===== src/rtl/fpga_clk_cfg_arbiter.sv =====
// Round-robin arbiter sharing one clock-manager DRP port between the soc, per and cluster
// config requesters, with MMCM reset/relock sequencing after a commit write.
module fpga_clk_cfg_arbiter #(
    parameter int unsigned RDY_TIMEOUT  = 64,
    parameter int unsigned RST_CYCLES   = 4,
    parameter int unsigned LOCK_TIMEOUT = 1024,
    parameter logic [31:0] ERR_DATA     = 32'hdeadda7a
) (
    input  logic        clk_i,
    input  logic        rst_i,

    input  logic        soc_cfg_req_i,
    input  logic [1:0]  soc_cfg_add_i,
    input  logic [31:0] soc_cfg_data_i,
    input  logic        soc_cfg_wrn_i,
    output logic        soc_cfg_ack_o,
    output logic [31:0] soc_cfg_r_data_o,
    output logic        soc_cfg_lock_o,

    input  logic        per_cfg_req_i,
    input  logic [1:0]  per_cfg_add_i,
    input  logic [31:0] per_cfg_data_i,
    input  logic        per_cfg_wrn_i,
    output logic        per_cfg_ack_o,
    output logic [31:0] per_cfg_r_data_o,
    output logic        per_cfg_lock_o,

    input  logic        cluster_cfg_req_i,
    input  logic [1:0]  cluster_cfg_add_i,
    input  logic [31:0] cluster_cfg_data_i,
    input  logic        cluster_cfg_wrn_i,
    output logic        cluster_cfg_ack_o,
    output logic [31:0] cluster_cfg_r_data_o,
    output logic        cluster_cfg_lock_o,

    output logic        drp_en_o,
    output logic        drp_we_o,
    output logic [3:0]  drp_addr_o,
    output logic [31:0] drp_wdata_o,
    input  logic        drp_rdy_i,
    input  logic [31:0] drp_rdata_i,

    input  logic        mmcm_locked_i,
    output logic        mmcm_rst_o,
    output logic        err_o
);

    localparam logic [2:0] S_IDLE      = 3'd0;
    localparam logic [2:0] S_ISSUE     = 3'd1;
    localparam logic [2:0] S_WAIT_RDY  = 3'd2;
    localparam logic [2:0] S_RESP      = 3'd3;
    localparam logic [2:0] S_MMCM_RST  = 3'd4;
    localparam logic [2:0] S_WAIT_LOCK = 3'd5;

    localparam int unsigned CNT_MAX_A = (RDY_TIMEOUT > RST_CYCLES) ? RDY_TIMEOUT : RST_CYCLES;
    localparam int unsigned CNT_MAX   = (CNT_MAX_A > LOCK_TIMEOUT) ? CNT_MAX_A : LOCK_TIMEOUT;
    localparam int unsigned CNT_W     = $clog2(CNT_MAX + 1);

    logic [2:0]       r_state;
    logic [2:0]       w_state_nxt;
    logic [CNT_W-1:0] r_cnt;
    logic [1:0]       r_prio;
    logic [1:0]       r_port;
    logic             r_wrn;
    logic             r_commit;
    logic [2:0]       r_ack;
    logic [31:0]      r_rdata [3];
    logic             r_lock;
    logic             r_drp_en;
    logic             r_drp_we;
    logic [3:0]       r_drp_addr;
    logic [31:0]      r_drp_wdata;
    logic             r_mmcm_rst;
    logic             r_err;

    logic [2:0]       w_req;
    logic [1:0]       w_p1;
    logic [1:0]       w_p2;
    logic             w_grant_vld;
    logic [1:0]       w_grant_port;
    logic [1:0]       w_sel_add;
    logic [31:0]      w_sel_data;
    logic             w_sel_wrn;
    logic             w_rdy_done;
    logic             w_rdy_to;
    logic             w_rst_done;
    logic             w_lock_to;

    function automatic logic [1:0] f_next(input logic [1:0] p);
        f_next = (p == 2'd2) ? 2'd0 : p + 2'd1;
    endfunction

    // Round-robin pick: lowest-priority candidate first so the highest one wins
    always_comb begin
        w_req        = {cluster_cfg_req_i, per_cfg_req_i, soc_cfg_req_i};
        w_p1         = f_next(r_prio);
        w_p2         = f_next(w_p1);
        w_grant_vld  = |w_req;
        w_grant_port = r_prio;
        if (w_req[w_p2])   w_grant_port = w_p2;
        if (w_req[w_p1])   w_grant_port = w_p1;
        if (w_req[r_prio]) w_grant_port = r_prio;

        w_sel_add  = soc_cfg_add_i;
        w_sel_data = soc_cfg_data_i;
        w_sel_wrn  = soc_cfg_wrn_i;
        case (w_grant_port)
            2'd1: begin
                w_sel_add  = per_cfg_add_i;
                w_sel_data = per_cfg_data_i;
                w_sel_wrn  = per_cfg_wrn_i;
            end
            2'd2: begin
                w_sel_add  = cluster_cfg_add_i;
                w_sel_data = cluster_cfg_data_i;
                w_sel_wrn  = cluster_cfg_wrn_i;
            end
            default: ;
        endcase
    end

    always_comb begin
        w_rdy_done  = (r_state == S_WAIT_RDY) && drp_rdy_i;
        w_rdy_to    = (r_state == S_WAIT_RDY) && !drp_rdy_i
                      && (r_cnt == CNT_W'(RDY_TIMEOUT - 1));
        w_rst_done  = (r_state == S_MMCM_RST) && (r_cnt == CNT_W'(RST_CYCLES - 1));
        w_lock_to   = (r_state == S_WAIT_LOCK) && !mmcm_locked_i
                      && (r_cnt == CNT_W'(LOCK_TIMEOUT - 1));

        w_state_nxt = r_state;
        case (r_state)
            S_IDLE:      if (w_grant_vld) w_state_nxt = S_ISSUE;
            S_ISSUE:     w_state_nxt = S_WAIT_RDY;
            S_WAIT_RDY:  if (w_rdy_done || w_rdy_to) w_state_nxt = S_RESP;
            S_RESP:      w_state_nxt = r_commit ? S_MMCM_RST : S_IDLE;
            S_MMCM_RST:  if (w_rst_done) w_state_nxt = S_WAIT_LOCK;
            S_WAIT_LOCK: if (mmcm_locked_i || w_lock_to) w_state_nxt = S_IDLE;
            default:     w_state_nxt = S_IDLE;
        endcase
    end

    always_ff @(posedge clk_i) begin
        if (rst_i) r_state <= S_IDLE;
        else       r_state <= w_state_nxt;
    end

    // Datapath and registered outputs; everything is derived from the next state
    always_ff @(posedge clk_i) begin
        if (rst_i) begin
            r_cnt       <= '0;
            r_prio      <= 2'd0;
            r_port      <= 2'd0;
            r_wrn       <= 1'b0;
            r_commit    <= 1'b0;
            r_ack       <= '0;
            for (int i = 0; i < 3; i++) r_rdata[i] <= '0;
            r_lock      <= 1'b0;
            r_drp_en    <= 1'b0;
            r_drp_we    <= 1'b0;
            r_drp_addr  <= '0;
            r_drp_wdata <= '0;
            r_mmcm_rst  <= 1'b0;
            r_err       <= 1'b0;
        end else begin
            if (w_state_nxt != r_state)
                r_cnt <= '0;
            else if (r_state == S_WAIT_RDY || r_state == S_MMCM_RST || r_state == S_WAIT_LOCK)
                r_cnt <= r_cnt + CNT_W'(1);

            if (r_state == S_IDLE && w_grant_vld) begin
                r_port      <= w_grant_port;
                r_wrn       <= w_sel_wrn;
                r_drp_addr  <= {w_grant_port, w_sel_add};
                r_drp_wdata <= w_sel_data;
                r_prio      <= f_next(w_grant_port);
            end

            r_drp_en <= (w_state_nxt == S_ISSUE);
            case (w_state_nxt)
                S_ISSUE:    r_drp_we <= !w_sel_wrn;
                S_WAIT_RDY: r_drp_we <= !r_wrn;
                default:    r_drp_we <= 1'b0;
            endcase

            r_ack <= '0;
            if (w_state_nxt == S_RESP) r_ack[r_port] <= 1'b1;

            if (w_rdy_done && r_wrn) r_rdata[r_port] <= drp_rdata_i;
            if (w_rdy_to)            r_rdata[r_port] <= ERR_DATA;

            // Only a confirmed write to the commit register restarts the clock manager
            if (w_rdy_done || w_rdy_to)
                r_commit <= w_rdy_done && !r_wrn && (r_drp_addr[1:0] == 2'b11);

            if (w_rdy_to || w_lock_to) r_err <= 1'b1;

            r_mmcm_rst <= (w_state_nxt == S_MMCM_RST);
            r_lock     <= mmcm_locked_i && (r_state != S_MMCM_RST) && (r_state != S_WAIT_LOCK);
        end
    end

    assign soc_cfg_ack_o        = r_ack[0];
    assign per_cfg_ack_o        = r_ack[1];
    assign cluster_cfg_ack_o    = r_ack[2];
    assign soc_cfg_r_data_o     = r_rdata[0];
    assign per_cfg_r_data_o     = r_rdata[1];
    assign cluster_cfg_r_data_o = r_rdata[2];
    assign soc_cfg_lock_o       = r_lock;
    assign per_cfg_lock_o       = r_lock;
    assign cluster_cfg_lock_o   = r_lock;
    assign drp_en_o             = r_drp_en;
    assign drp_we_o             = r_drp_we;
    assign drp_addr_o           = r_drp_addr;
    assign drp_wdata_o          = r_drp_wdata;
    assign mmcm_rst_o           = r_mmcm_rst;
    assign err_o                = r_err;

endmodule


===== config.mk =====
export PLATFORM = sky130hd
export DESIGN_NAME = fpga_clk_cfg_arbiter
export DESIGN_NICKNAME = d
export VERILOG_FILES = /design/src/rtl/fpga_clk_cfg_arbiter.sv
export SDC_FILE = /design/constraint.sdc
export NUM_CORES = 1
export LEC_CHECK = 0
export BUFFER_PORTS_ARGS = -buffer_cell sky130_fd_sc_hd__buf_2
export CAP_MARGIN = 10
export CORE_ASPECT_RATIO = 0.7
export CORE_MARGIN = 1.5
export CORE_UTILIZATION = 48
export CTS_CLUSTER_DIAMETER = 100
export CTS_CLUSTER_SIZE = 24
export DETAILED_ROUTE_END_ITERATION = 16
export PLACE_DENSITY = 0.8
export SYNTH_ARGS = -nofsm -noshare
export SYNTH_HDL_FRONTEND = slang
export SYNTH_SLANG_ARGS = --single-unit

===== constraint.sdc =====
create_clock -name clk_i -period 3.7 [get_ports clk_i]
set_input_delay 0.74 -clock clk_i [delete_from_list [all_inputs] [get_ports clk_i]]
set_output_delay 0.74 -clock clk_i [all_outputs]
set_load 0.05 [all_outputs]

# --- Word-level counts from Yosys, hierarchy flattened ---
# Memory sizes are Yosys's and may differ from the RTL's.
# Cells that the tools add are included.
totals:
  latch_bits: 0
  memories: 1
  ram_bits: 96
  mem_bits_ro: 0
  wordCells: 109
  ff_bits: 64
memory_table:
  columns: ["memory", "depth", "word_bits", "rd", "rd_ports_with_merged_regs", "wr", "line_no", "rtl"]
  rows:
  - ["r_rdata", 3, 32, 3, 0, 3, "67", "logic [31:0] r_rdata [3];"]
op_classes:
  muxes: 36
  bitwise_logic: 2
  shift: 0
  order_cmp: 5
  n_reduce_logical: 27
  multipliers: 0
  n_div: 0
  n_addsub: 4
  n_eq_ne: 20
op_table:
  columns: ["cell", "count"]
  rows:
  - ["32-bit 2-to-1 mux", 2]
  - ["32-bit one-hot mux with 2 select lines", 1]
  - ["32-bit OR reduction", 1]
  - ["3-bit one-hot mux with 6 select lines", 1]
  - ["3-bit 2-to-1 mux", 5]
  - ["2-bit 2-to-1 mux", 7]
  - ["1-bit logical AND", 13]
  - ["1-bit 2-to-1 mux", 13]
  - ["3-bit by 2-bit equality test with 1-bit output (second input constant)", 4]
  - ["2-bit by 3-bit < comparator with 1-bit output (second input constant)", 4]
  - ["11-bit by 1-bit adder with 11-bit output (second input constant)", 1]
  - ["11-bit by 10-bit equality test with 1-bit output (second input constant)", 1]
  - ["11-bit by 2-bit equality test with 1-bit output (second input constant)", 1]
  - ["11-bit by 6-bit equality test with 1-bit output (second input constant)", 1]
  - ["3-bit equality test (second input constant)", 3]
  - ["2-bit equality test (second input constant)", 4]
  - ["2-bit by 1-bit adder with 2-bit output (second input constant)", 3]
  - ["1-bit binary-select mux with 2-bit select", 3]
  - ["3-bit by 1-bit equality test with 1-bit output (second input constant)", 2]
  - ["3-bit inequality test (second input constant)", 2]
  - ["1-bit logical OR", 5]
  - ["1-bit logical NOT", 4]
  - ["1-bit one-hot mux with 2 select lines", 2]
  - ["2-bit one-hot mux with 2 select lines", 1]
  - ["other kinds (9)", 10]

# --- Logic depth before layout (Yosys ltp) ---
# Gate-level depths: netlist (run 1).
logic_depth:
  ltp_word: 13
  mapped_depth: 11

# --- Worst setup path before layout (run 1) ---
# No wires, ideal clock.
synth_path:
  path_kind: "register -> register"
  startpoint: "register r_cnt[0]"
  endpoint: "memory r_rdata[0][0] (enable)"
  setup_time_ns: 0.425
  required_time_ns: 3.275
  stages_incl_launch_ff: 7
  slack_ns: 0.351
  t_arrival_ns: 2.924
  path_buffers: 1
  path_cell_list: "dfxtp_1 -> ha_1 -> nand2_1 -> nor4b_4 -> mux2i_2 -> buf_2 -> o21ai_1"
synth_lines:
  columns: ["item", "line_no", "rtl"]
  rows:
  - ["start: declaration", "61", "logic [CNT_W-1:0] r_cnt;"]
  - ["start signal: assignment", "168", "r_cnt <= r_cnt + CNT_W'(1);"]
  - ["end: declaration", "67", null]

# --- Worst setup path in the final report (run 1) ---
layout_path:
  startpoint: "input port cluster_cfg_req_i"
  endpoint: "register r_drp_wdata[27] (netlist: drp_wdata_o[27])"
layout_via:
  elab_chain_cells: 7
  word_cells_on_any_way: 14
  cone_classes: "2 x eq/ne; 10 x mux; 2 x reduce/logical"
layout_rtl:
  columns: ["item", "line_no", "rtl"]
  rows:
  - ["start: declaration", "28", "input logic cluster_cfg_req_i,"]
  - ["1-bit binary-select mux with 2-bit select", "100", "if (w_req[w_p2]) w_grant_port = w_p2;"]
  - ["1-bit 2-to-1 mux (not written as such)", "100", null]
  - ["2-bit 2-to-1 mux", "100", null]
  - ["2-bit 2-to-1 mux", "101", "if (w_req[w_p1]) w_grant_port = w_p1;"]
  - ["2-bit 2-to-1 mux", "102", "if (w_req[r_prio]) w_grant_port = r_prio;"]
  - ["2-bit equality test / 2-bit by 1-bit equality test with 1-bit output (equally long branches)", "107", "case (w_grant_port)"]
  - ["32-bit one-hot mux with 2 select lines", "107", null]
  - ["end signal: assignment", "174", "r_drp_wdata <= w_sel_data;"]
  - ["end: declaration", "72", "logic [31:0] r_drp_wdata;"]
# Parallel ways exist; a longest one is shown, timed or not. The select of a mux whose other input is x is not followed.
# A chain may end at the register's enable or synchronous reset.

==> impl_metrics.csv, run 1 <==
group,metric,value,unit
floorplanning,die_width,146.9,µm
timing,max_slew_margin,24.88,%
synthesis,synth.net_count,771,
critical_path,worstReg2RegEnd,"drp_wdata_o[27]$_SDFFE_PP0P_",
power,finalPower,5.307,mW
hold_path,hp-class,"flip-flop to flip-flop",
job,max-cap-violations,0,
power,max-vdd-ir-drop,382.2,µV
critical_path,crit_arrival,3370,ps
placed_design,dpl_worst_slack,231.8,ps
detailed_routing,firstDrtPassIters,5,
clock_tree,root_buffer,"clkbuf_16",
synthesis,ys_warn_count,0,
placed_design,gp_congestion,0.8549,
timing,finClkSkew,9.894,ps
synthesis,netlist_area,6955,µm²
critical_path,rrSetupSlack,750,ps
synthesis,synthCells,622,
floorplanning,fp.coreArea,14050,µm²
synthesis,synth_edf_count,96,
critical_path,required,3990,ps
hold_path,hp-start,"drp_wdata_o[21]$_SDFFE_PP0P_",
clock_tree,insertion_delay,420,ps
floorplanning,io_pins,286,
floorplanning,die-area,15230,µm²
critical_path,crit_top_cell,"o211ai_1",
finish,drive_gt1_share,40.49,%
global_routing,grt_pass1_wl,31310,µm
clock_tree,cts_tree,"built",
critical_path,r2r_cells,8,
synthesis,synthArstFlopShare,0,%
timing,tns,0,ps
clock_tree,cts_buffer_depth,2,
hold_path,hold_path_depth,2,
clock_tree,cts_hold_buf,0,
critical_path,start_kind,"primary input",
timing,finalCriticalPeriod,3080,ps
power,power_density,582.1,nW/µm²
global_routing,grt_use_total,26.27,%
detailed_routing,wl_per_cell,18.74,µm
detailed_routing,drc_errors,0,
critical_path,slowest_delay,760,ps
finish,utilization,64.87,%
timing,worstMarginPinSlew,1123,ps
floorplanning,start_util,49.49,%
hold_path,holdPathEnd,"drp_wdata_o[21]$_SDFFE_PP0P_",
critical_path,crit_path_max_fanout,36,
timing,timing.fmax,324.7,MHz
timing,setup_slack,620.4,ps
detailed_routing,wl,20260,µm
timing,finalHoldViolations,0,
detailed_routing,drt_iter0_drc,617,
timing,setup_violations,0,
floorplanning,rows,36,
synthesis,yosysUniqueCellTypes,57,
finish,postLayoutCellArea,9116,µm²
placed_design,place_area,8517,µm²
clock_tree,cts_buffers,17,
global_routing,grt_overflow_total,0,
global_routing,antenna_found_initial,2,
critical_path,end_kind,"flip-flop",
finish,area_growth,31.07,%
detailed_routing,via_per_inst,5.796,
synthesis,ys_ff_latch,158,
placed_design,detailed_place_hpwl,13730,µm
critical_path,crit_slowest_cell,"clkinv_1",
synthesis,synth_flop_cell,"edfxtp_1",
timing,rsz0062_at_grt,"false",
power,p_leak,3.633,nW
critical_path,criticalPathCategory,"primary input to flip-flop",
clock_tree,htree_num_levels,4,
critical_path,r2r-start,"r_prio[0]$_SDFFE_PP0P_",
clock_tree,clock-sinks,158,
finish,nets,1025,
synthesis,syn_area_per_cell,11.18,µm²
global_routing,grt_max_degree,62,
timing,period_share,83.23,%
placed_design,portBuffers,285,
detailed_routing,num_vias,6265,
global_routing,grt_pass1_vias,5840,
timing,slew_violations,0,
floorplanning,die_y,103.7,µm
detailed_routing,final_antenna_net_count,0,
run_status,status,"complete, no violations",
synthesis,ys_seq_area_share,59.29,%
clock_tree,postCtsSetupRepairBufs,0,
critical_path,path_cells,"buf_2 -> inv_1 -> o211ai_1 -> a21boi_0 -> ha_1 -> clkinv_1 -> a221o_1 -> o211ai_1 -> a21oi_1",
clock_tree,ctsResizeCount,0,
clock_tree,clkTransAtPathRegs,70,ps
layout by cell type (no fill, tap or decap), types with 3 or more instances in the layout:
cell type and count:
a2111oi_2 4, a211oi_1 4, a21oi_1 66, a221o_1 34, buf_2 285, buf_4 12
clkbuf_16 17, clkinv_8 3, dfxtp_1 62, edfxtp_1 96, ha_1 5, inv_1 7
inv_8 7, nand2_1 53, nand2b_1 4, nor2_1 4, nor2b_1 4, nor3_1 99
nor3_2 11, o211ai_1 37, o21ai_0 4, o21ai_1 8, o21ai_2 3, o21ai_4 3
o22ai_1 3, xnor2_1 9
synth_stat cells (all sizes together) (4+ instances only):
cell	n	area, µm²
nor3	110	600.6
edfxtp	96	2883
a21oi	66	330.3
dfxtp	62	1241
clkbuf	53	198.9
nand2	53	198.9
o211ai	37	277.8
a221o	34	340.3
o21ai	18	101.4
buf	9	56.30
xnor2	9	78.83
inv	7	26.28
ha	5	62.56
nor2	5	21.27
a2111oi	4	60.06
a211oi	4	30.03
nand2b	4	25.02
nor2b	4	25.02
metrics by stage:
| step | hold WS [ps] | instances |
|---|---|---|
| 3_5_place_dp | 443.5 | 1047 |
| 2_1_floorplan | 463.2 | 622 |
| 4_1_cts | 453.4 | 1079 |
| 6_report | 453.3 | 1081 |
| 5_1_grt | 476.4 | 1081 |
| 3_3_place_gp | 439.3 | 1047 |
registers in the layout (all words and copies together) (netlist names), 2 cells and up:
signal and cells:
drp_addr_o 2, r_port 2, r_prio 2, r_cnt 11
r_state 3, drp_wdata_o 32, r_ack 3, r_rdata 96
how the worst max path moves through the flow:
stage	from	end	slack (ps)	cells after the start
6_report	cluster_cfg_req_i	drp_wdata_o[27]$_SDFFE_PP0P_	620	9
5_1_grt	cluster_cfg_req_i	drp_wdata_o[27]$_SDFFE_PP0P_	370	9
4_1_cts	cluster_cfg_req_i	drp_wdata_o[27]$_SDFFE_PP0P_	680	9
3_5_place_dp	cluster_cfg_req_i	drp_wdata_o[27]$_SDFFE_PP0P_	230	9
3_3_place_gp	cluster_cfg_req_i	drp_wdata_o[27]$_SDFFE_PP0P_	330	9
2_1_floorplan	r_cnt[0]$_SDFFE_PP0P_	r_rdata[0][0]$_SDFFCE_PN0P_	350	6
power breakdown:
part	switching [mW]	leakage [nW]	internal (mW)	total, mW
clock	0.816	0.286	0.911	1.73
combinational	1.07	1.85	0.410	1.48
sequential	0.0877	1.50	2.01	2.10
kinds of logic after synthesis:
kind of cell,Yosys count,share of synthesized area (%)
compound gates,178,18.37
xor+xnor,11,1.385
fa+ha+maj,5,0.8994
buf+inv,70,4.101
flops,158,59.29
mux,3,0.4857
simple gates,197,15.47
final cells by class:
cell class / instances / area, µm²
Fill cell: 1097 / 4937
Sequential cell: 158 / 4124
Multi-Input combinational cell: 394 / 2609
Timing Repair Buffer: 297 / 1516
Clock buffer: 17 / 425.4
Tap cell: 190 / 237.7
Clock inverter: 15 / 168.9
Inverter: 8 / 30.03
Antenna cell: 2 / 5.005
metal layers:
layer | wire length, µm | GRT usage [%] | vias to the layer above | share of wire [%]
met4 | 410 | 9.524 | 0 | 2.0
met1 | 8550 | 34.85 | 3020 | 42
met5 | 0 | 0 | - | 0
met3 | 1535 | 6.211 | 30 | 7.6
li1 | - | - | 2909 | -
met2 | 9760 | 42.05 | 306 | 48
worst max-delay path, delay by kind of cell:
family,cells,cell delay (ps)
fa+ha+maj,1,250
buf+inv,3,950
compound gates,5,1390
Power figures use the tool's default switching activity.
==> run 2: changes to the inputs <==
- clock period: 3.7 -> 2.9 ns (I/O delays scaled with it)
==> run 2 against run 1 <==
Cell area up 0.82%; register-to-register slack worse by 260 ps; highest routed layer unchanged; critical path depth down 4; core utilization up 0.53 points; via count up 1.1%; hold slack worse by 7.5 ps; clock-buffer cell count unchanged.
==> impl_metrics.csv, run 2 (synthesized netlist as in run 1, its figures left out) <==
group,metric,value,unit
critical_path,crit_arrival,2750,ps
placed_design,gp_congestion,0.8476,
clock_tree,ctsResizeCount,0,
power,finalPower,6.818,mW
finish,drive_gt1_share,41.03,%
clock_tree,htree_num_levels,4,
finish,postLayoutCellArea,9191,µm²
global_routing,grt_pass1_wl,31790,µm
finish,largest_reg_flops,96,
timing,finalCriticalPeriod,2414,ps
power,power_density,741.8,nW/µm²
detailed_routing,num_vias,6334,
floorplanning,start_util,49.49,%
power,p_sw,2.532,mW
global_routing,grt_use_total,26.44,%
global_routing,grt_max_degree,62,
timing,finClkSkew,12.36,ps
timing,slew_violations,0,
clock_tree,cts_buffers,17,
detailed_routing,drt_iter0_drc,602,
clock_tree,postCtsSetupRepairBufs,0,
power,power_frac_comb,28.8,%
global_routing,antenna_found_initial,0,
placed_design,detailed_place_hpwl,14090,µm
power,max-vdd-ir-drop,385.2,µV
placed_design,place_area,8602,µm²
power,internal_power,4.287,mW
finish,area_growth,32.15,%
timing,timing.fmax,414.3,MHz
timing,rsz0062_at_grt,"false",
finish,num-fill-cells,1107,
detailed_routing,wl_met1,8780,µm
clock_tree,cts_hold_buf,0,
detailed_routing,drc_errors,0,
global_routing,grt_overflow_total,0,
detailed_routing,firstDrtPassIters,5,
floorplanning,die_y,103.7,µm
critical_path,crit_path_max_fanout,14,
detailed_routing,wl,20640,µm
critical_path,critPathLaunch,"r_cnt[0]$_SDFFE_PP0P_",
timing,finalHoldViolations,0,
timing,worstMarginPinSlew,659.3,ps
power,power.share.sequential,39.0,%
finish,mostFrequentLayoutCells,"285 x buf_2, 99 x nor3_1, 96 x edfxtp_1",
critical_path,criticalPathCategory,"flip-flop to flip-flop",
floorplanning,die-area,15230,µm²
detailed_routing,dr_wl_met2,9803,µm
floorplanning,die_width,146.9,µm
critical_path,end_kind,"flip-flop",
detailed_routing,wl_per_cell,18.97,µm
finish,nets,1033,
hold_path,hp-class,"primary input to flip-flop",
floorplanning,io_pins,286,
clock_tree,root_buffer,"clkbuf_16",
floorplanning,fp.coreArea,14050,µm²
power,p_leak,3.688,nW
clock_tree,insertion_delay,410,ps
clock_tree,clkTransAtPathRegs,70,ps
detailed_routing,via_per_inst,5.822,
timing,period_share,83.23,%
detailed_routing,final_antenna_net_count,0,
clock_tree,cts_tree,"built",
finish,seqCellArea,4124,µm²
run_status,status,"complete, no violations",
hold_path,hp-start,"mmcm_locked_i",
power,switching_share,37.13,%
clock_tree,clock-sinks,158,
job,max-cap-violations,0,
critical_path,r2r-start,"r_cnt[0]$_SDFFE_PP0P_",
clock_tree,cts_buffer_depth,2,
critical_path,required,3240,ps
placed_design,portBuffers,285,
finish,multi_input_area,2609,µm²
power,p_clk_share,32.2,%
timing,setup_violations,0,
global_routing,grt_pass1_vias,5864,
critical_path,start_kind,"flip-flop",
timing,max_slew_margin,56.05,%
floorplanning,rows,36,
finish,final_common_cell,"buf_2",
detailed_routing,met3_length,1594,µm
detailed_routing,highest_layer,"met4",
finish,regMostFlops,"r_rdata",
==> run 2: power groups by stage <==
stage                     Clock, mW  Combinational, mW  Sequential, mW
after floorplan                   0              0.799            3.31
after global placement            0               1.93            2.70
after detailed placement          0               1.95            2.70
after CTS                      2.22               1.95            2.66
after global routing           2.31               2.08            2.68
final                          2.20               1.96            2.66
==> run 2: path summary, 6_finish.rpt <==
path                                        end  slack, ps  cells after the start
setup / recovery            drp_we_o$_SDFF_PP0_        490                      5
hold / removal    cluster_cfg_lock_o$_SDFF_PP0_        450                      2
setup reg to reg            drp_we_o$_SDFF_PP0_        490                      5
hold reg to reg    drp_wdata_o[29]$_SDFFE_PP0P_        450                      2
==> run 2: critical path, stage by stage (launching register included) <==
cell,delay [ps]
dfxtp_1,400
ha_1,240
nand2_1,230
or4b_4,700
o2111ai_4,530
mux2i_1,230
==> run 2: cell type report <==
| class | instances | area share [%] |
|---|---|---|
| multi-input cells | 394 | 28.38 |
| well taps | 190 | 2.586 |
| flip-flops and latches | 158 | 44.87 |
| inverters | 8 | 0.3267 |
| clock inverters | 15 | 1.756 |
| clock buffers | 17 | 4.628 |
| repair buffers | 305 | 17.42 |
| diodes | 1 | 0.02723 |
==> run 2: metal layers <==
layer,up-vias,GRT usage [%]
met5,-,0
met4,0,9.380
met3,38,4.449
met2,347,41.34
met1,3025,37.23
li1,2924,-
==> run 2: stage by stage <==
| stage | setup slack (ps) | hold WS [ps] | util (%) | TNS [ps] | std cells |
|---|---|---|---|---|---|
| 4_1_cts | 526.6 | 435.3 | 65.38 | 0 | 1087 |
| 3_3_place_gp | 299.7 | 441.0 | 61.21 | 0 | 1055 |
| 2_1_floorplan | -449.1 | 463.2 | - | -43110 | 622 |
| 3_5_place_dp | 186.2 | 443.0 | 61.21 | 0 | 1055 |
| 5_1_grt | 361.4 | 452.2 | 65.38 | 0 | 1087 |
| 6_report | 486.4 | 445.8 | 65.40 | 0 | 1088 |
==> run 3: changes to the inputs <==
- clock period: 2.9 -> 2.3 ns (I/O delays scaled with it)
==> run 3 against run 2 <==
Sequential cell count unchanged; worst setup slack got worse by 300 ps; sequential power increased by 26%; clock skew decreased by 0.98 ps; final cell count increased by 1.4%; critical path type unchanged; largest power group unchanged.
==> impl_metrics.csv, run 3 (synthesized netlist as in run 1, its figures left out) <==
group,metric,value,unit
critical_path,end_kind,"flip-flop",
global_routing,grt_pass1_vias,6009,
timing,timing.fmax,472.7,MHz
finish,mostFrequentLayoutCells,"285 x buf_2, 99 x nor3_1, 96 x edfxtp_1",
detailed_routing,wl,20420,µm
power,p_clk_share,31.6,%
detailed_routing,via_per_inst,5.747,
finish,multi_input_area,2629,µm²
detailed_routing,num_vias,6339,
clock_tree,cts_buffers,17,
finish,final_common_cell,"buf_2",
global_routing,grt-busiest-layer,"met2",
critical_path,crit_path_max_fanout,14,
floorplanning,fp.coreArea,14050,µm²
global_routing,grt_pass1_wl,31790,µm
finish,area_growth,35.38,%
finish,largest_reg_flops,96,
run_status,status,"complete, no violations",
detailed_routing,wl_per_cell,18.51,µm
power,p_leak,3.803,nW
clock_tree,clkTransAtPathRegs,70,ps
clock_tree,cts_tree,"built",
placed_design,dpl_worst_slack,21.09,ps
critical_path,r2r_cells,5,
placed_design,gp_congestion,0.8728,
finish,nets,1048,
power,switching_share,36.74,%
timing,finalHoldViolations,0,
critical_path,r2r-start,"r_cnt[7]$_SDFFE_PP0P_",
floorplanning,io_pins,286,
finish,seqCellArea,4126,µm²
global_routing,grt_max_degree,50,
timing,finalCriticalPeriod,2115,ps
global_routing,met3_usage,5.198,%
power,power.share.sequential,38.8,%
power,max-vdd-ir-drop,516.3,µV
critical_path,critPathLaunch,"r_cnt[7]$_SDFFE_PP0P_",
power,power_frac_comb,29.6,%
placed_design,placed_cells,1069,
critical_path,rrSetupSlack,180,ps
timing,period_share,91.97,%
critical_path,worstReg2RegEnd,"r_cnt[9]$_SDFFE_PP0P_",
hold_path,hp-start,"soc_cfg_data_i[0]",
power,internal_power,5.470,mW
finish,utilization,67.01,%
critical_path,start_kind,"flip-flop",
timing,finClkSkew,11.38,ps
placed_design,portBuffers,285,
global_routing,antenna_found_initial,3,
clock_tree,cts_hold_buf,0,
hold_path,hp-class,"primary input to flip-flop",
timing,setup_slack,184.7,ps
hold_path,holdPathEnd,"drp_wdata_o[0]$_SDFFE_PP0P_",
power,power_density,918.2,nW/µm²
critical_path,criticalPathCategory,"flip-flop to flip-flop",
timing,tns,0,ps
hold_path,hold_path_depth,3,
global_routing,grt_overflow_total,0,
clock_tree,insertion_delay,420,ps
floorplanning,rows,36,
detailed_routing,firstDrtPassIters,5,
detailed_routing,drc_errors,0,
global_routing,grtUsageMet1,35.65,%
finish,num-fill-cells,1056,
job,max-cap-violations,0,
global_routing,met2_usage,42.49,%
clock_tree,htree_num_levels,4,
placed_design,detailed_place_hpwl,14240,µm
clock_tree,root_buffer,"clkbuf_16",
floorplanning,start_util,49.49,%
timing,slew_violations,0,
power,p_sw,3.177,mW
floorplanning,die-area,15230,µm²
critical_path,crit_arrival,2410,ps
finish,drive_gt1_share,42.54,%
timing,setup_violations,0,
critical_path,required,2590,ps
timing,rsz0062_at_grt,"false",
timing,worstMarginPinSlew,532.5,ps
finish,finalNonFillerCells,1103,
global_routing,grt_use_total,26.77,%
floorplanning,die_y,103.7,µm
floorplanning,die_width,146.9,µm
clock_tree,ctsResizeCount,0,
clock_tree,clock-sinks,158,
timing,max_slew_margin,64.17,%
finish,regMostFlops,"r_rdata",
detailed_routing,drt_iter0_drc,486,
detailed_routing,final_antenna_net_count,0,
clock_tree,cts_buffer_depth,2,
run 3: layout make-up:
| cell class | count | share of cell area (%) |
|---|---|---|
| multi-input combinational | 394 | 27.92 |
| antenna | 1 | 0.02657 |
| sequential | 158 | 43.82 |
| clock buffer | 17 | 4.518 |
| tap | 190 | 2.525 |
| inverter | 8 | 0.3322 |
| clock inverter | 15 | 1.727 |
| timing repair buffer | 320 | 19.13 |
run 3: critical path: stages, from the launching register on:
cell and delay (ps):
dfxtp_1 400, nor4_4 330, or4b_4 650, o2111ai_4 290, buf_4 230, nor3_1 80
run 3: repair_timing:
| item | CTS | global route |
|---|---|---|
| hold endpoints to repair | 0 | 0 |
| setup endpoints to repair | 0 | 1 |
| buffers inserted | 0 | 1 |
run 3: power groups by stage:
stage	registers, mW	clock network, mW	logic [mW]
6_report	3.35	2.74	2.56
5_1_grt	3.38	2.89	2.72
4_1_cts	3.35	2.78	2.54
3_5_place_dp	3.41	0	2.54
3_3_place_gp	3.40	0	2.51
2_1_floorplan	4.17	0	1.02
run 3: metrics by stage:
stage | hold WS, ps | instance area [µm²] | total power [mW]
after global placement | 440.6 | 8818 | 5.919
after CTS | 312.6 | 9407 | 8.667
final | 325.1 | 9417 | 8.647
after floorplan | 471.4 | 7028 | 5.196
after detailed placement | 443.1 | 8818 | 5.946
after global routing | 330.1 | 9417 | 8.986
run 3: layer usage:
metal,wire length (µm),vias to the layer above,share of wire [%]
met4,548,4,2.7
met2,9708,347,48
met1,8341,2988,41
met5,26,-,0.13
met3,1789,47,8.8
li1,-,2953,-
run 3: how the worst max path moves through the flow:
stage	end	slack [ps]
6_report	r_cnt[9]$_SDFFE_PP0P_	180
3_3_place_gp	drp_wdata_o[26]$_SDFFE_PP0P_	60
5_1_grt	drp_wdata_o[7]$_SDFFE_PP0P_	40
2_1_floorplan	r_rdata[0][0]$_SDFFCE_PN0P_	5
4_1_cts	drp_wdata_o[7]$_SDFFE_PP0P_	170
3_5_place_dp	drp_wdata_o[7]$_SDFFE_PP0P_	20
